## src/rtl/result_serializer.sv

```systemverilog
// Shows one captured FPU result on the 16-bit LED bus as three words:
// low half, high half, then the 5 exception flags (optionally looping).
module result_serializer #(
    parameter int unsigned HOLD_CYCLES = 1,
    parameter int unsigned LOOP        = 0
) (
    input  logic        clk,
    input  logic        rst,
    input  logic        in_valid,
    output logic        in_ready,
    input  logic [31:0] in_result,
    input  logic [4:0]  in_flags,
    output logic [15:0] led,
    output logic [1:0]  led_phase,
    output logic        busy,
    output logic        done
);

    typedef enum logic [1:0] {
        IDLE  = 2'd0,
        LOW   = 2'd1,
        HIGH  = 2'd2,
        FLAGS = 2'd3
    } state_t;

    localparam logic [15:0] HOLD_LAST = 16'(HOLD_CYCLES - 1);
    localparam bit          LOOP_EN   = (LOOP != 0);

    state_t      state, state_next;
    logic [15:0] hold_cnt;
    logic [31:0] res_q;
    logic [4:0]  flags_q;

    logic        hold_last;
    logic        transfer;
    logic [31:0] res_next;
    logic [4:0]  flags_next;
    logic [15:0] led_next;
    logic        done_next;

    assign hold_last = (hold_cnt == HOLD_LAST);
    assign transfer  = in_valid && in_ready;

    always_comb begin
        in_ready = 1'b0;
        if (state == IDLE)
            in_ready = 1'b1;
        else if (LOOP_EN && state == FLAGS && hold_last)
            in_ready = 1'b1;
    end

    always_comb begin
        state_next = state;
        done_next  = 1'b0;
        unique case (state)
            IDLE: begin
                if (transfer)
                    state_next = LOW;
            end
            LOW: begin
                if (hold_last)
                    state_next = HIGH;
            end
            HIGH: begin
                if (hold_last)
                    state_next = FLAGS;
            end
            FLAGS: begin
                if (hold_last) begin
                    if (LOOP_EN) begin
                        state_next = LOW;
                    end else begin
                        state_next = IDLE;
                        done_next  = 1'b1;
                    end
                end
            end
            default: state_next = IDLE;
        endcase
    end

    // led is registered from the next state so the low half appears on the
    // cycle right after the accepting edge, using the freshly captured data.
    always_comb begin
        res_next   = transfer ? in_result : res_q;
        flags_next = transfer ? in_flags  : flags_q;
        led_next   = led;
        unique case (state_next)
            LOW:     led_next = res_next[15:0];
            HIGH:    led_next = res_next[31:16];
            FLAGS:   led_next = {11'b0, flags_next};
            default: led_next = led;
        endcase
    end

    always_ff @(posedge clk) begin
        if (rst) begin
            state    <= IDLE;
            hold_cnt <= '0;
            res_q    <= '0;
            flags_q  <= '0;
            led      <= '0;
            done     <= 1'b0;
        end else begin
            state   <= state_next;
            res_q   <= res_next;
            flags_q <= flags_next;
            led     <= led_next;
            done    <= done_next;
            if (state_next != state || state_next == IDLE)
                hold_cnt <= '0;
            else
                hold_cnt <= hold_cnt + 16'd1;
        end
    end

    assign led_phase = state;
    assign busy      = (state != IDLE);

endmodule

```

## config.mk

```make
export PLATFORM = sky130hd
export DESIGN_NAME = result_serializer
export DESIGN_NICKNAME = d
export VERILOG_FILES = /design/src/rtl/result_serializer.sv
export SDC_FILE = /design/constraint.sdc
export NUM_CORES = 1
export LEC_CHECK = 0
export ABC_AREA = 1
export CORE_MARGIN = 1
export CORE_UTILIZATION = 45
export DETAILED_ROUTE_END_ITERATION = 16
export DONT_BUFFER_PORTS = 1
export PLACE_DENSITY_LB_ADDON = 0.3
export SETUP_SLACK_MARGIN = 0.05
export SLEW_MARGIN = 30
export SYNTH_ARGS = -nofsm -noshare
export SYNTH_HDL_FRONTEND = slang
export SYNTH_SLANG_ARGS = --single-unit
```

## constraint.sdc

```tcl
create_clock -name clk -period 1.6 [get_ports clk]
set_input_delay 0.48 -clock clk [delete_from_list [all_inputs] [get_ports clk]]
set_output_delay 0.48 -clock clk [all_outputs]
set_load 0.01 [all_outputs]
```

# Yosys cells after proc, flatten, opt, wreduce, memory -nomap -nowiden
# Index checks and enable logic that the tools add are counted.
[totals]
reg_bits = 72
input_bits = 40
out_inout_bits = 21
wordCells = 34
[classes]
add_sub_neg = 1
n_eq_ne = 7
muxes = 10
bitwise = 1
n_reduce_logical = 9
[op_table]
columns = ["cell", "n"]
rows = [
  ["$pmux W16 S3", 1],
  ["$mux W32", 1],
  ["$add A16 B1 Y16 const B", 1],
  ["$logic_not A16 Y1", 1],
  ["$eq A2 B2 Y1 const B", 4],
  ["$mux W2", 4],
  ["$pmux W2 S4", 1],
  ["$mux W5", 1],
  ["$eq A2 B1 Y1 const B", 2],
  ["$logic_not A2 Y1", 2],
  ["$reduce_or A2 Y1", 2],
  ["$reduce_bool A3 Y1", 1],
  ["$mux W1", 2],
  ["$ne A2 B2 Y1", 1],
  ["$reduce_bool A2 Y1", 1],
  ["$logic_and A1 B1 Y1", 1],
  ["$logic_or A1 B1 Y1", 1],
  ["$not A1 Y1", 1],
]

# Longest topological paths before layout
[depth]
depth_word = 8
depth_mapped = 13
depth_no_buf = 13

# Worst setup path before layout
# OpenSTA, ideal clock, no wires.
[synth_path]
path_type = "reg2reg"
start = "reg hold_cnt[0]"
end = "reg led[10]"
setup_ns = 0.117
t_arrival_ns = 1.398
t_required_ns = 1.483
slack_ns = 0.085
stages_incl_launch_ff = 13
n_path_buf = 1
synth_period_minus_slack_ns = 1.515
cell_sequence = "dfxtp_1 > inv_1 > ha_1 > inv_1 > nor2_1 > nand2_1 > nor2_1 > nand3_1 > nand3_4 > nor2_2 > buf_4 > a21oi_1 > nor2_1"
[synth_between]
elab_chain_cells = 5
elab_cells_between_ends = 10
cone_classes = "3 x eq/ne; 5 x mux; 2 x reduce/logical"
[synth_rtl]
columns = ["item", "line_no", "text"]
rows = [
  ["from (decl)", "30", "logic [15:0] hold_cnt;"],
  ["from (signal assigned)", "113", "hold_cnt <= hold_cnt + 16'd1;"],
  ["$logic_not A16 Y1 (*)", "41", "assign hold_last = (hold_cnt == HOLD_LAST);"],
  ["$mux W2, on equally long branches", "69, 61, 65", ""],
  ["$pmux W2 S4 (*)", "55", "unique case (state)"],
  ["$eq A2 B2 Y1 / $eq A2 B1 Y1 (equally long branches)", "88", "unique case (state_next)"],
  ["$pmux W16 S3 / $reduce_bool A3 Y1 (equally long branches)", "n/a", ""],
  ["to (signal assigned)", "108", "led <= led_next;"],
  ["to (decl)", "13", "output logic [15:0] led,"],
]
# Every way passes the cells marked *; elsewhere a longest branch is shown, timed or not.
# A chain may end at the register's enable or synchronous reset.

# Worst setup path in the final report
[layout_path]
start = "reg hold_cnt[0]"
end = "reg led[7]"
# The elaborated chain is that of the path after synthesis.

==> metrics <==
Commonest cells post-synth 80 x nand2_1, 76 x nor2_1, 72 x dfxtp_1; Leakage 2.02 nW; top-count cell post-synth nand2_1; drt pass-1 iters 4; hold path start rst; Final Non-Filler Cells 607; Die Width 88.3 um; Clock transition at path regs 0.08 ns; Final Worst Setup Slack 0.00465 ns; r2r endpoint led[7]; dpl hpwl 5.32 mm; Hold EP res_q[7]; XOR/XNOR Fraction of Synth Area 0.783%; share of layout cells above drive strength 1 27.6%; period utilization 99.7%; I/O Pins 61; pin count of the biggest net entering global routing 41; Core Rows 31; die height 88.3 um; Worst-Skew Late Latency 0.35 ns; max cap viols 0; pwr dens 1090 nW/um^2; Initial Utilization 46.5%; RePlAce Congestion 0.784; fin crit period 1.60 ns; critical path capture point type flip-flop; Setup Slack @ Placement -0.126 ns; Mapped Nets 508; post-route setup TNS 0 ns; Post-DP Area 3640 um^2; crit-path max FO 12; H-tree levels 3; Post-Synth Adder-Cell Area 0.746%; WL/cell 13.7 um; clk_skew 0.00874 ns; worst min path class in2reg; placed insts 580; clock sinks 72; post-synth top area cell dfxtp_1; vias per cell 4.89; Antenna Cells 0; Synth Area in Simple Gates 32.8%; drt initial violations 167; core area 7210 um^2; IO Port Bufs 0; fin util 59.4%; vias in the first global route 2740; Area contributors post-synth dfxtp_1 43%, nand2_1 9.0%, nor2_1 8.5%; gr usage total 21.2%; die area 7800 um^2; Fmax 0.627 GHz; Mapped Avg Cell Area 7.20 um^2; vias 2970; kind of critical path reg2reg; post-synth top area share 43.0%; reg-to-reg critical path startpoint hold_cnt[0]; synth-to-layout area growth 27.8%; CP required 1.85 ns; Hold Path Cell Cnt 1; mux share of post-synthesis cell area 0.298%; Remaining DRCs 0; grt ovf 0; Critical Path AT 1.84 ns; max_slew headroom 81.3%; register area share after synthesis 43.0%; multi-input logic area 1850 um^2; Antenna Nets Post-Route 0; Routed Wire Length 8.32 mm; Compound-Gate Fraction of Synth Area 12.6%; status finished, final reports clean; # setup viols final 0; Fin. Hold Viols 0; Synth cell types 34; Most used DFF post-synth dfxtp_1; antenna violations before repair 0; CTS tree yes; CTS Hold Buffers Added 0; Syn Inst Count 466; Slew @ Worst Pin 0.273 ns; sequential cell area 1450 um^2; TritonCTS buffer count 9; Pins Over Slew Limit 0; Setup crit start kind flip-flop; register bit total from synthesis 72; Ys Warns 0; RSZ-0062 raised after global routing yes; CTS root buffer clkbuf_8; main combinational cell family by area after synthesis simple AND/OR/NAND/NOR gates; worst vdd ir 0.569 mV; first-pass GRT wire length 12.7 mm; asr flop ratio synth 0%; fin nets 545; Register-to-Register Path Depth 10; cell area after synthesis 3350 um^2; R2R Setup Slk 0.005 ns; Post-synth EDFFs 0; final instance area 4290 um^2; fill count 653; Bufs on Longest Clock Path 2
==> repair_timing <==
| item | in CTS | in global routing |
|---|---|---|
| buffers inserted | 2 | 5 |
| hold endpoints to repair | 0 | 0 |
| cloned | 0 | 4 |
| resized for setup | 27 | 70 |
| endpoints found under the setup margin | 19 | 30 |
| pin swaps | 4 | 24 |
==> routing by layer <==
metal	up-vias	GRT usage (%)	wire, um
li1	1535	-	-
met1	1363	26.9	3710
met2	59	34.2	4060
met3	13	6.34	431
met4	0	7.48	116
met5	-	0	0
==> per-stage QoR <==
step / total power [mW] / hold WS [ns]
after floorplan: 2.83 / 0.430
after global placement: 3.01 / 0.452
after detailed placement: 3.03 / 0.459
after CTS: 4.52 / 0.173
after global routing: 4.94 / 0.173
final: 4.68 / 0.186
==> how the worst max path moves through the flow <==
stage / start / to / slack [ns] / depth (start not counted)
2_1_floorplan: hold_cnt[0] / led[10] / 0.08 / 12
3_3_place_gp: hold_cnt[1] / led[9] / -0.06 / 10
3_5_place_dp: hold_cnt[1] / led[7] / -0.13 / 10
4_1_cts: led_phase[0] / busy / 0.04 / 4
5_1_grt: hold_cnt[0] / led[3] / -0.1 / 13
6_report: hold_cnt[0] / led[7] / 0.005 / 10
==> cells by family (layout without fill, tap and decap cells) <==
| family | after synthesis | in the layout |
|---|---|---|
| xor gates and xnor gates | 3 | 3 |
| DFF | 72 | 72 |
| and+or+nand+nor | 237 | 238 |
| buffers and inverters | 76 | 117 |
| adders and majority gates | 2 | 2 |
| muxes | 1 | 1 |
| AOI/OAI and AO/OA | 75 | 75 |
==> power breakdown <==
| part | switching (mW) | internal, mW | total, mW |
|---|---|---|---|
| combinational | 0.641 | 0.513 | 1.15 |
| sequential | 0.121 | 1.97 | 2.09 |
| clock | 0.714 | 0.719 | 1.43 |
==> cell usage in the layout (no fill, tap or decap), drive strengths merged, types with 4 or more instances in the layout <==
cell	n
a21oi	26
buf	40
clkbuf	12
clkinv	4
dfxtp	72
inv	59
nand2	86
nand3	18
nand4	5
nor2	83
nor3	12
o21a	18
o21ai	30
or2	30
==> area by class of cell <==
class                      instances  area share, %
tap                               99           2.89
timing repair buffer              43           10.2
multi-input combinational        319           43.3
inverter                          58           5.31
clock buffer                       9           2.89
clock inverter                     7           1.64
sequential                        72           33.8
==> sequential cells by signal (all words and copies together) (netlist names) <==
signal,count
res_q,32
hold_cnt,16
led,16
flags_q,5
led_phase,2
done,1
==> critical path: stages (launching register included) <==
cell and delay [ns]:
dfxtp_2 0.33, inv_2 0.06, ha_4 0.15, nand2_4 0.05, nor2_4 0.14, nand2_4 0.10, nand2_8 0.11, nand3_4 0.14
clkbuf_16 0.21, o21ai_1 0.13, nor2_1 0.06
No activity file was read; power rests on OpenSTA's default activity.
